<file path="config.mk">
export PLATFORM = sky130hd
export DESIGN_NAME = fetch_buffer
export DESIGN_NICKNAME = d
export VERILOG_FILES = /design/src/rtl/fetch_buffer.sv
export SDC_FILE = /design/constraint.sdc
export NUM_CORES = 1
export LEC_CHECK = 0
export CORE_MARGIN = 1
export CORE_UTILIZATION = 45
export DETAILED_ROUTE_END_ITERATION = 10
export GPL_ROUTABILITY_DRIVEN = 0
export PLACE_DENSITY = 0.66
export SLEW_MARGIN = 15
export SYNTH_ARGS = -nofsm -noshare
export SYNTH_HDL_FRONTEND = slang
export SYNTH_SLANG_ARGS = --single-unit
export TNS_END_PERCENT = 50
</file>
<file path="constraint.sdc">
create_clock -name clk -period 23.6 [get_ports clk]
set_input_delay 4.72 -clock clk [delete_from_list [all_inputs] [get_ports clk]]
set_output_delay 4.72 -clock clk [all_outputs]
set_load 0.005 [all_outputs]
</file>
<file path="src/rtl/fetch_buffer.sv">
// Instruction fetch FIFO: 1-cycle push-to-head latency (0 with FETCH_BUFFER_BYPASS_EN); buble stalls the PC
// one slot early, and an input arriving at a full buffer with no pop is dropped and flagged in overflow.
module fetch_buffer #(
    parameter int size  = 32,
    parameter int depth = 4
) (
    input  logic                         clk,
    input  logic                         reset,
    input  logic                         flush,
    input  logic                         in_valid,
    input  logic [size-1:0]              in_instr,
    input  logic [size-1:0]              in_pc,
    input  logic                         out_ready,
    output logic                         out_valid,
    output logic [size-1:0]              out_instr,
    output logic [size-1:0]              out_pc,
    output logic                         buble,
    output logic [$clog2(depth+1)-1:0]   count,
    output logic                         overflow
);
    localparam int pw = $clog2(depth);
    localparam int cw = $clog2(depth+1);
    localparam logic [cw-1:0] full   = cw'(depth);
    localparam logic [cw-1:0] almost = cw'(depth - 1);

    logic [size-1:0] instr_mem [depth];
    logic [size-1:0] pc_mem    [depth];
    logic [pw-1:0]   rd_ptr;
    logic [pw-1:0]   wr_ptr;
    logic            empty;
    logic            bypass;
    logic            pop;
    logic            push;
    logic            drop;

    assign empty = (count == '0);

`ifdef FETCH_BUFFER_BYPASS_EN
    // Empty buffer forwards the fetched instruction straight through; gated so reset forces zeros.
    assign bypass    = empty & in_valid & ~flush & out_ready;
    assign out_valid = ~reset & (~empty | (in_valid & ~flush));
    assign out_instr = reset ? '0 : (empty ? in_instr : instr_mem[rd_ptr]);
    assign out_pc    = reset ? '0 : (empty ? in_pc    : pc_mem[rd_ptr]);
`else
    assign bypass    = 1'b0;
    assign out_valid = ~empty;
    assign out_instr = instr_mem[rd_ptr];
    assign out_pc    = pc_mem[rd_ptr];
`endif

    // Storage pop only; a bypassed instruction never enters storage so count stays put.
    assign pop   = ~empty & out_ready & ~flush;
    assign push  = in_valid & ~flush & ~bypass & ((count != full) | pop);
    assign drop  = in_valid & ~flush & (count == full) & ~pop;
    assign buble = (count >= almost);

    always_ff @(posedge clk or posedge reset) begin
        if (reset) begin
            count    <= '0;
            rd_ptr   <= '0;
            wr_ptr   <= '0;
            overflow <= 1'b0;
            for (int i = 0; i < depth; i++) begin
                instr_mem[i] <= '0;
                pc_mem[i]    <= '0;
            end
        end else begin
            if (flush) begin
                count  <= '0;
                rd_ptr <= '0;
                wr_ptr <= '0;
            end else begin
                if (push) begin
                    instr_mem[wr_ptr] <= in_instr;
                    pc_mem[wr_ptr]    <= in_pc;
                    wr_ptr            <= wr_ptr + 1'b1;
                end
                if (pop) begin
                    rd_ptr <= rd_ptr + 1'b1;
                end
                case ({push, pop})
                    2'b10:   count <= count + 1'b1;
                    2'b01:   count <= count - 1'b1;
                    default: count <= count;
                endcase
            end
            if (drop) begin
                overflow <= 1'b1;
            end
        end
    end
endmodule
</file>
==> results.cfg <==
[outcome]
run_status = completed

[logic_synthesis]
yosysMostFrequentCell = dfrtp_1
ys_async_sr_fraction = 1.00
syn_area_sq_um = 12900
yosys.area.top_type = dfrtp_1
synth_cells = 686
ys_seq_area_frac = 0.512
synth_top_area_frac = 0.512
synth_flop_cell = dfrtp_1
post_synth_most_frequent_cells = dfrtp_1, mux2_4, mux4_2, buf_12, mux2_2
synth_nets = 760
synth_edf_count = 0
synth_area_leaders = dfrtp_1, mux2_4, mux4_2
yosys_warnings = 0
avgSynthCellArea_sq_um = 18.8
synth_seq_cells = 264
synthDistinctLibCells = 36

[worst_setup_path]
required_ps = 18880
critPathCaptureType = output pin
path_max_fanout = 37
critPathLaunchType = flop
crit_type = reg -> out
arrival_ps = 3290

[cts]
cts_tree = done
post_cts.repair.setup_buffers = 0
cts_buffers = 30
clock_latency_ps = 540
hold_buffers = 0
cts-root-buf = clkbuf_16
clk_path_buf_depth = 3
clock-sinks = 264
cts.htree.levels = 1
clk_transition_reported_paths_ps = 60
post_cts_resized = 0

[power]
p_clk_frac = 0.303
p_per_area_nw_per_um2 = 101
finalPower_mw = 1.53
power_frac_comb = 0.270
switchingPower_mw = 0.378
switching_share = 0.246
seqPwrFrac = 0.427
p_int_mw = 1.16
max-vdd-ir-drop_uv = 53.8
leakage_nw = 7.22

[grt]
overflow = 0
antenna_found_initial = 2
grt_pass1_wl_um = 42800
grt_use_total = 0.188
grt_max_degree = 114
grt_pass1_vias = 7544

[timing]
rsz0062_at_grt = false
max_freq_mhz = 125
min_period_ps = 8010
period_share = 0.340
setup_violations = 0
drv_slew = 0
finalClockSkew_ps = 12.2
fin_tns_setup_ps = 0
hold_viol = 0
slew_headroom = 0.212
tightest_slew_ps = 1180

[detailed_routing]
drcViolationCount = 0
drtPass1Iterations = 4
wire_per_inst_um = 21.8
drt_iter0_drc = 286
drtAntennaViolNets = 0
wirelength_um = 26400
via_count = 6486
via_per_inst = 5.34

[floorplanning]
die_w_um = 171
die-area_sq_um = 29400
coreArea_sq_um = 28000
start_util = 0.461
ios = 139
row_count = 61
die_h_um = 171

[finish]
drive_gt1_frac = 0.465
fillCellCount = 2186
final_nets = 887
syn2layout_area_growth_pct = 17.8

[placed_design]
hpwl_um = 15800
portBuffers = 138

[min_path]
min_path_type = reg -> reg

[run]
cap_violations = 0
==> metal layers <==
metal,vias up,wire length [um],track usage,share of wire
li1,2810,-,-,-
met1,3478,11400,0.247,0.43
met2,151,12700,0.313,0.48
met3,45,1690,0.0483,0.064
met4,2,562,0.0439,0.021
met5,-,8,0,0.00030
==> worst max-delay path: stages, from the launching register on <==
cell and delay (ps):
dfrtp_4 890, buf_4 670, mux4_2 590, clkdlybuf4s50_1 530
==> cells by family after synthesis <==
family / Yosys count / share of synthesized area
XOR/XNOR: 4 / 0.00272
AO/OA/AOI/OAI: 16 / 0.00815
buffers and inverters: 55 / 0.0530
flip-flops: 264 / 0.512
AND/OR/NAND/NOR: 22 / 0.0137
multiplexers: 320 / 0.405
adder cells (fa/ha/maj): 5 / 0.00543
==> sequential cells by signal, indices dropped and copies added, names as in the netlist <==
signal,count
count,3
pc_mem,128
instr_mem,128
rd_ptr,2
overflow,1
wr_ptr,2
==> power groups by stage <==
stage / combinational [mW] / sequential, mW / clock (mW)
after floorplan: 0.294 / 0.623 / 0
after global placement: 0.406 / 0.648 / 0
after detailed placement: 0.417 / 0.661 / 0
after CTS: 0.420 / 0.655 / 0.479
after global routing: 0.443 / 0.671 / 0.495
final: 0.414 / 0.655 / 0.465
==> cells in the final DEF, fill, tap and decap left out, drive strengths merged, types with 4 or more instances in the layout <==
cell	n
dfrtp	264
ha	4
inv	6
clkdlybuf4s50	138
nand4b	4
clkbuf	41
buf	7
mux2	256
clkinv	8
mux4	64
a21oi	4
nand3	4
==> cell type report <==
| type | count | area [sq um] | area share |
|---|---|---|---|
| flip-flops and latches | 264 | 6610 | 0.435 |
| multi-input cells | 367 | 5650 | 0.371 |
| repair buffers | 145 | 1430 | 0.0943 |
| clock buffers | 41 | 873 | 0.0574 |
| well taps | 378 | 473 | 0.0311 |
| clock inverters | 14 | 134 | 0.00881 |
| inverters | 5 | 26.3 | 0.00173 |
| diodes | 1 | 2.50 | 0.000165 |
==> final timing paths <==
check	startpoint	cells past startpoint	to	slack [ps]
max	rd_ptr[0]$_DFFE_PP0P_	3	out_instr[0]	15590
min	overflow$_DFFE_PP0P_	1	overflow$_DFFE_PP0P_	460
max reg2reg	count[0]$_DFFE_PP0P_	4	instr_mem[78]$_DFFE_PP0P_	20510
min reg2reg	overflow$_DFFE_PP0P_	1	overflow$_DFFE_PP0P_	460
max in group asynchronous	reset	4	instr_mem[48]$_DFFE_PP0P_	16460
min in group asynchronous	reset	2	pc_mem[46]$_DFFE_PP0P_	4700
==> per-stage QoR <==
stage	setup slack, ps	hold WS, ps	instances	util	instance area (sq um)
6_report	15590	459	1215	0.543	15200
5_1_grt	15360	478	1214	0.543	15200
4_1_cts	15470	469	1214	0.543	15200
3_5_place_dp	15680	455	1159	0.507	14200
3_3_place_gp	15760	451	1159	0.507	14200
2_1_floorplan	11610	451	686	-	12900
(Power assumes the default switching activity.)
